File: src/rtl/line_buf_sched.sv
// rtl/line_buf_sched.sv - write/read scheduler for the 3x3 window line-buffer stage
//
// Rotates writes among four line buffers, drives their write strobes and
// column address, and registers the shared read address plus the 4:1 selector
// codes for the top/mid/bot window rows. Optional feature macro:
// LBSCHED_GAP_CNT_EN adds o_gap_cnt (saturating count of idle cycles in RUN).
//
// Ports:
//   clk, rst_n          clock (rising edge), synchronous active-low reset
//   i_sof               start of frame, restarts all counters
//   i_pix_valid         one pixel on the stream this cycle
//   o_wr_en[3:0]        one-hot line-buffer write enable (combinational)
//   o_wr_addr           write column (combinational)
//   o_rd_addr           read column, shared by all buffers (registered)
//   o_sel_top/mid/bot   selector codes per window row (registered)
//   o_win_valid         window column at o_rd_addr is valid (registered)
//   o_frame_done        one-cycle pulse after the last pixel of a frame
//   o_gap_cnt[15:0]     only with LBSCHED_GAP_CNT_EN

module line_buf_sched #(
  parameter int IMG_W  = 512,
  parameter int IMG_H  = 512,
  parameter int ADDR_W = 9
) (
  input  logic              clk,
  input  logic              rst_n,
  input  logic              i_sof,
  input  logic              i_pix_valid,
  output logic [3:0]        o_wr_en,
  output logic [ADDR_W-1:0] o_wr_addr,
  output logic [ADDR_W-1:0] o_rd_addr,
  output logic [1:0]        o_sel_top,
  output logic [1:0]        o_sel_mid,
  output logic [1:0]        o_sel_bot,
  output logic              o_win_valid,
  output logic              o_frame_done
`ifdef LBSCHED_GAP_CNT_EN
  ,
  output logic [15:0]       o_gap_cnt
`endif
);

  localparam int ROW_W = (IMG_H > 1) ? $clog2(IMG_H) : 1;
  localparam logic [ADDR_W-1:0] COL_LAST = ADDR_W'(IMG_W - 1);
  localparam logic [ROW_W-1:0]  ROW_LAST = ROW_W'(IMG_H - 1);

  typedef enum logic [1:0] {
    S_FILL = 2'd0,
    S_RUN  = 2'd1,
    S_DONE = 2'd2
  } state_t;

  state_t            state;
  logic [1:0]        wbuf;
  logic [ADDR_W-1:0] col;
  logic [ROW_W-1:0]  row;

  // A start-of-frame takes effect in the same cycle, so a pixel arriving with
  // it is treated as column 0 / row 0 of the new frame in buffer 0.
  state_t            eff_state;
  logic [1:0]        eff_wbuf;
  logic [ADDR_W-1:0] eff_col;
  logic [ROW_W-1:0]  eff_row;
  logic              accept;

  assign eff_state = i_sof ? S_FILL : state;
  assign eff_wbuf  = i_sof ? 2'd0 : wbuf;
  assign eff_col   = i_sof ? '0 : col;
  assign eff_row   = i_sof ? '0 : row;
  assign accept    = i_pix_valid && (eff_state != S_DONE);

  always_comb begin
    o_wr_en = 4'b0000;
    if (accept) begin
      o_wr_en = 4'b0001 << eff_wbuf;
    end
  end

  assign o_wr_addr = eff_col;

`ifdef LBSCHED_GAP_CNT_EN
  always_ff @(posedge clk) begin
    if (!rst_n || i_sof) begin
      o_gap_cnt <= 16'h0000;
    end else if (state == S_RUN && !i_pix_valid && o_gap_cnt != 16'hFFFF) begin
      o_gap_cnt <= o_gap_cnt + 16'd1;
    end
  end
`endif

  always_ff @(posedge clk) begin
    if (!rst_n) begin
      state        <= S_FILL;
      wbuf         <= 2'd0;
      col          <= '0;
      row          <= '0;
      o_rd_addr    <= '0;
      o_sel_top    <= 2'd0;
      o_sel_mid    <= 2'd0;
      o_sel_bot    <= 2'd0;
      o_win_valid  <= 1'b0;
      o_frame_done <= 1'b0;
    end else begin
      o_win_valid  <= 1'b0;
      o_frame_done <= 1'b0;

      if (i_sof) begin
        state <= S_FILL;
        wbuf  <= 2'd0;
        col   <= '0;
        row   <= '0;
      end

      if (accept) begin
        // Selector code is (buffer+1) mod 4; the top row lives in wbuf+1,
        // mid in wbuf+2 and bot in wbuf+3 (the three most recent full lines).
        o_rd_addr   <= eff_col;
        o_sel_top   <= eff_wbuf + 2'd2;
        o_sel_mid   <= eff_wbuf + 2'd3;
        o_sel_bot   <= eff_wbuf;
        o_win_valid <= (eff_state == S_RUN);

        if (eff_col == COL_LAST) begin
          col  <= '0;
          wbuf <= eff_wbuf + 2'd1;
          row  <= (eff_row == ROW_LAST) ? '0 : eff_row + ROW_W'(1);
          if (eff_state == S_FILL && eff_row == ROW_W'(2)) begin
            state <= S_RUN;
          end
          if (eff_state == S_RUN && eff_row == ROW_LAST) begin
            state        <= S_DONE;
            o_frame_done <= 1'b1;
          end
        end else begin
          col <= eff_col + ADDR_W'(1);
        end
      end
    end
  end

endmodule
File: config.mk
export PLATFORM = sky130hd
export DESIGN_NAME = line_buf_sched
export DESIGN_NICKNAME = d
export VERILOG_FILES = /design/src/rtl/line_buf_sched.sv
export SDC_FILE = /design/constraint.sdc
export NUM_CORES = 1
export LEC_CHECK = 0
export ABC_AREA = 1
export BUFFER_PORTS_ARGS = -buffer_cell sky130_fd_sc_hd__buf_2
export CAP_MARGIN = 15
export CORE_ASPECT_RATIO = 1.4
export CORE_MARGIN = 2
export CORE_UTILIZATION = 43
export DETAILED_ROUTE_END_ITERATION = 6
export GPL_ROUTABILITY_DRIVEN = 0
export GPL_TIMING_DRIVEN = 0
export PLACE_DENSITY = 0.73
export SLEW_MARGIN = 20
export SYNTH_ARGS = -nofsm -noshare
export SYNTH_HDL_FRONTEND = slang
export SYNTH_SLANG_ARGS = --single-unit
File: constraint.sdc
create_clock -name clk -period 2.2 [get_ports clk]
set_input_delay 0.44 -clock clk [delete_from_list [all_inputs] [get_ports clk]]
set_output_delay 0.44 -clock clk [all_outputs]
set_load 0.01 [all_outputs]
# Word level (Yosys, flattened, before mapping)
# Index checks and enable logic that the tools add are counted.
# word_totals
reg_bits	39
latchBits	0
ram_bits	0
romBits	0
input_bits	4
output_inout_bits	30
elab_cells	44
memories	0
# classes
addsub	5
mul	0
div_mod_pow	0
n_lt_le_gt_ge	0
n_eq_ne	5
shifts	1
muxes	17
n_bitwise	0
reduce_logical	6
# op_table
operator	count
2-to-1 mux 9 bit	7
adder 9 x 1 -> 9 bit (second input constant)	2
equality test 9 bit (second input constant)	2
2-to-1 mux 2 bit	8
equality test 9 x 2 -> 1 bit (second input constant)	1
adder 2 bit (second input constant)	2
2-to-1 mux 4 bit	1
left shift 1 x 2 -> 4 bit (first input constant)	1
logical AND 1 bit	3
AND reduction 3 bit	1
adder 2 x 1 -> 2 bit (second input constant)	1
equality test 2 x 1 -> 1 bit (second input constant)	1
zero test 2 bit	1
!= test 2 bit (second input constant)	1
AND reduction 2 bit	1
2-to-1 mux 1 bit	1

# Depth between registers and ports, before layout
# logic_depth
ltp_word	7
mapped_depth	16
mapped_depth_nobuf	14

# Worst setup path after synthesis
# No wires, ideal clock.
# synth_path
path_type	input port to flip-flop
from	input port i_sof
to	register row[4]
setup_time_ns	0.125
arrival_ns	2.232
t_required_ns	2.075
path_slack_ns	-0.157
stages	14
path_buffers	2
cell_sequence	buf_6 inv_6 buf_6 nand2_1 inv_1 ha_1 inv_1 nor3_1 ha_1 inv_1 nor3_1 nand2_1 nor2_1 nor3_2
# synth_via
elab_cells_between_ends	11
cone_classes	add/sub: 1; eq/ne: 3; mux: 6; reduce/logical: 1
# synth_lines
element	line_no	source
from (decl)	27	input logic i_sof,
2-to-1 mux 9 bit	n/a	
named net o_wr_addr[0]	30	output logic [ADDR_W-1:0] o_wr_addr,
equality test 9 bit	123	if (eff_col == COL_LAST) begin
2-to-1 mux 9 bit	123	
2-to-1 mux 9 bit	114	if (accept) begin
to (signal assigned)	126	row <= (eff_row == ROW_LAST) ? '0 : eff_row + ROW_W'(1);
to (decl)	56	logic [ROW_W-1:0] row;
# The timed path passes the listed nets, and every way through them passes these cells.
# A chain may end at the register's enable or synchronous reset.

# Worst setup path after layout
# layout_path
from	input port i_sof
to	register row[3]
# layout_via
elab_chain_cells	5
elab_cells_between_ends	11
cone_classes	add/sub: 1; eq/ne: 3; mux: 6; reduce/logical: 1
# layout_lines
element	line_no
2-to-1 mux 9 bit	69, 107
adder 9 x 1 -> 9 bit / equality test 9 bit (equally long branches)	126
2-to-1 mux 9 bit	126
2-to-1 mux 9 bit	123
2-to-1 mux 9 bit (*)	114
# Mark *: on every way between the ends. The rest lies on a longest branch, timed or not.

==> flow_summary.json <==
{
  "drv_cap": 0,
  "final_hold_viol_count": 0,
  "yosys-top-cells-count": "nand2_1 (42), dfxtp_1 (38), inv_1 (34)",
  "async_flop_share_pct": 0,
  "ys.flop_type": "dfxtp_1",
  "skew_ns": 0.00686,
  "slew_violations": 0,
  "min_path_type": "reg -> reg",
  "drtIter0Drc": 102,
  "hold_buffers": 0,
  "power_mw": 1.40,
  "r2r-start": "col[4]",
  "syn_nets": 269,
  "grt_antenna_before_repair": 0,
  "layout-drive-gt1-share_pct": 30.5,
  "dp_hpwl_um": 3370,
  "hold_start": "o_rd_addr[2]",
  "place_ws_ns": -0.324,
  "yosysTopAreaCell": "dfxtp_1",
  "rows": 29,
  "startpoint": "i_sof",
  "required_ns": 2.37,
  "crit_fanout": 9,
  "path_cells": "buf_6 -> inv_8 -> nand2_1 -> nor2_1 -> nand3_1 -> nor3_2 -> ha_2 -> nand3_4 -> buf_4 -> o21ai_4 -> nor3_1",
  "synth_area_leaders": "dfxtp_1 (39%), nand2_1 (8.1%), inv_1 (6.6%), nor2_1 (6.4%), ha_1 (5.8%)",
  "slowest_delay_ns": 0.28,
  "netlist_area_sq_um": 1950,
  "area_growth_pct": 25.1,
  "worstMarginPinSlew_ns": 0.507,
  "initial_core_util_pct": 44.0,
  "cts_max_level": 2,
  "cts_tree": "yes",
  "cts_sinks": 38,
  "power_leakage_nw": 1.10,
  "cp_data_arrival_time_ns": 2.25,
  "clk_pin_slew_worst_paths_ns": 0.07,
  "grt_max_degree": 12,
  "netlist_instances": 256,
  "max_freq_mhz": 482,
  "firstDrtPassIters": 4,
  "cpMaxStageDelayCell": "nor2_1",
  "ys_seq_area_share_pct": 39.1,
  "setup_viol": 0,
  "cts-root-buf": "clkbuf_8",
  "cp-start-kind": "primary input",
  "stdcell_count": 367,
  "postRouteAntennaNets": 0,
  "fp.dieW_um": 60.9,
  "vdd_ir_drop_max_mv": 0.259,
  "clock_latency_ns": 0.29,
  "cts_buffer_depth": 2,
  "viasPerCell": 5.01,
  "regToRegSetupSlack_ns": 0.18,
  "die_y_um": 83.6,
  "ys_seq_elements": 38,
  "grtUsageTotal_pct": 19.6,
  "boundaryPins": 34,
  "syn-mean-instance-area_sq_um": 7.60,
  "port_buffers": 32,
  "fill_cells": 445,
  "synth.top_cell.area_share_pct": 39.1,
  "period_share_pct": 94.4,
  "post-synth-top-count-cell": "nand2_1",
  "drcViolationCount": 0,
  "powerDensity_nw_per_um2": 575,
  "setup_slack_ns": 0.124,
  "die_area_sq_um": 5090,
  "core_sq_um": 4430,
  "n_antenna_cell": 0,
  "outcome": "completed",
  "grt_overflow": 0,
  "crit_type": "in -> reg",
  "drt-total-wl_um": 4700,
  "synth-edff-count": 0,
  "placedCellCount": 350,
  "slew-limit-headroom_pct": 66.2,
  "critical_path_buf_inv_count": 3,
  "fin_util_pct": 55.0,
  "grt_pass1_wl_um": 7650,
  "avgRoutedWirePerCell_um": 12.8,
  "numCtsBuffers": 5,
  "period_needed_ns": 2.08,
  "vias": 1838,
  "endpoint_kind": "flip-flop",
  "yosys_warnings": 0,
  "synth_cell_types": 33,
  "grt_pass1_vias": 1730,
  "final_nets": 317,
  "crit_family": "simple AND/OR/NAND/NOR gates"
}
==> final cells by class <==
type / count / area, sq um / share of cell area (%)
inverter: 36 / 143 / 5.86
buffer: 10 / 87.6 / 3.60
clock buffer: 7 / 76.3 / 3.13
tap: 62 / 77.6 / 3.18
clock inverter: 1 / 30.0 / 1.23
sequential: 38 / 761 / 31.2
multi-input combinational: 172 / 1030 / 42.4
timing repair buffer: 41 / 228 / 9.35
==> worst reg2reg max path, stage by stage (launching register included) <==
cell	delay [ns]
dfxtp_1	0.33
nand2_1	0.08
nor2_1	0.28
nand3_1	0.14
nor3_2	0.20
ha_2	0.26
nand3_4	0.14
buf_4	0.18
o21ai_4	0.21
nor3_1	0.08
==> timing repair <==
| item | in CTS | in global routing |
|---|---|---|
| pin swaps | 0 | 8 |
| hold endpoints to repair | 0 | 0 |
| resized for setup | 1 | 10 |
| buffers inserted | 0 | 9 |
| setup endpoints to repair | 3 | 18 |
==> state kept, by name (all words and copies together), names as in the netlist <==
register / flops
row: 9
o_sel_mid: 2
o_win_valid: 1
o_sel_top: 2
o_frame_done: 1
wbuf: 2
o_sel_bot: 1
o_rd_addr: 9
col: 9
state: 2
==> cell usage in the layout, fill, tap and decap left out, drive strengths merged <==
| cell | n |
|---|---|
| a21oi | 22 |
| a211oi | 4 |
| buf | 49 |
| a21boi | 2 |
| o21ai | 17 |
| bufinv | 1 |
| o22ai | 1 |
| inv | 36 |
| o211a | 1 |
| dfxtp | 38 |
| ha | 9 |
| nand2 | 45 |
| nor3b | 1 |
| nand4 | 1 |
| nor4 | 2 |
| o21a | 1 |
| clkbuf | 9 |
| nor3 | 10 |
| nand3 | 14 |
| nor2 | 42 |
==> cells by family (layout without fill, tap and decap cells) <==
group,after synthesis,in the layout,synth area share (%)
flip-flops,38,38,39.1
AO/OA/AOI/OAI,48,48,14.5
buffers and inverters,46,95,11.5
AND/OR/NAND/NOR,115,115,29.2
adder cells (fa/ha/maj),9,9,5.78
==> report_power, final <==
group	internal, mW	switching (mW)
combinational	0.0406	0.0718
clock	0.339	0.242
sequential	0.700	0.00604
total	1.08	0.319
==> metal layers <==
layer / up-vias / share of wire (%) / GRT usage, %
li1: 922 / - / -
met1: 857 / 42 / 23.2
met2: 49 / 52 / 33.0
met3: 10 / 2.9 / 2.79
met4: 0 / 2.5 / 9.68
met5: - / 0 / 0
==> per-stage QoR <==
stage          hold WS [ns]  cell area (sq um)  setup TNS [ns]
2_1_floorplan         0.460               1980         -0.0205
3_5_place_dp          0.456               2220           -3.89
3_3_place_gp          0.448               2220           -3.63
5_1_grt               0.485               2440        -0.00882
6_report              0.465               2440               0
4_1_cts               0.467               2330               0
==> worst paths after layout <==
kind         depth (start not counted)      endpoint
max reg2reg                          9        row[3]
min                                  2  o_rd_addr[2]
max                                 11        row[3]
min reg2reg                          2  o_rd_addr[2]
Power figures use the tool's default switching activity.
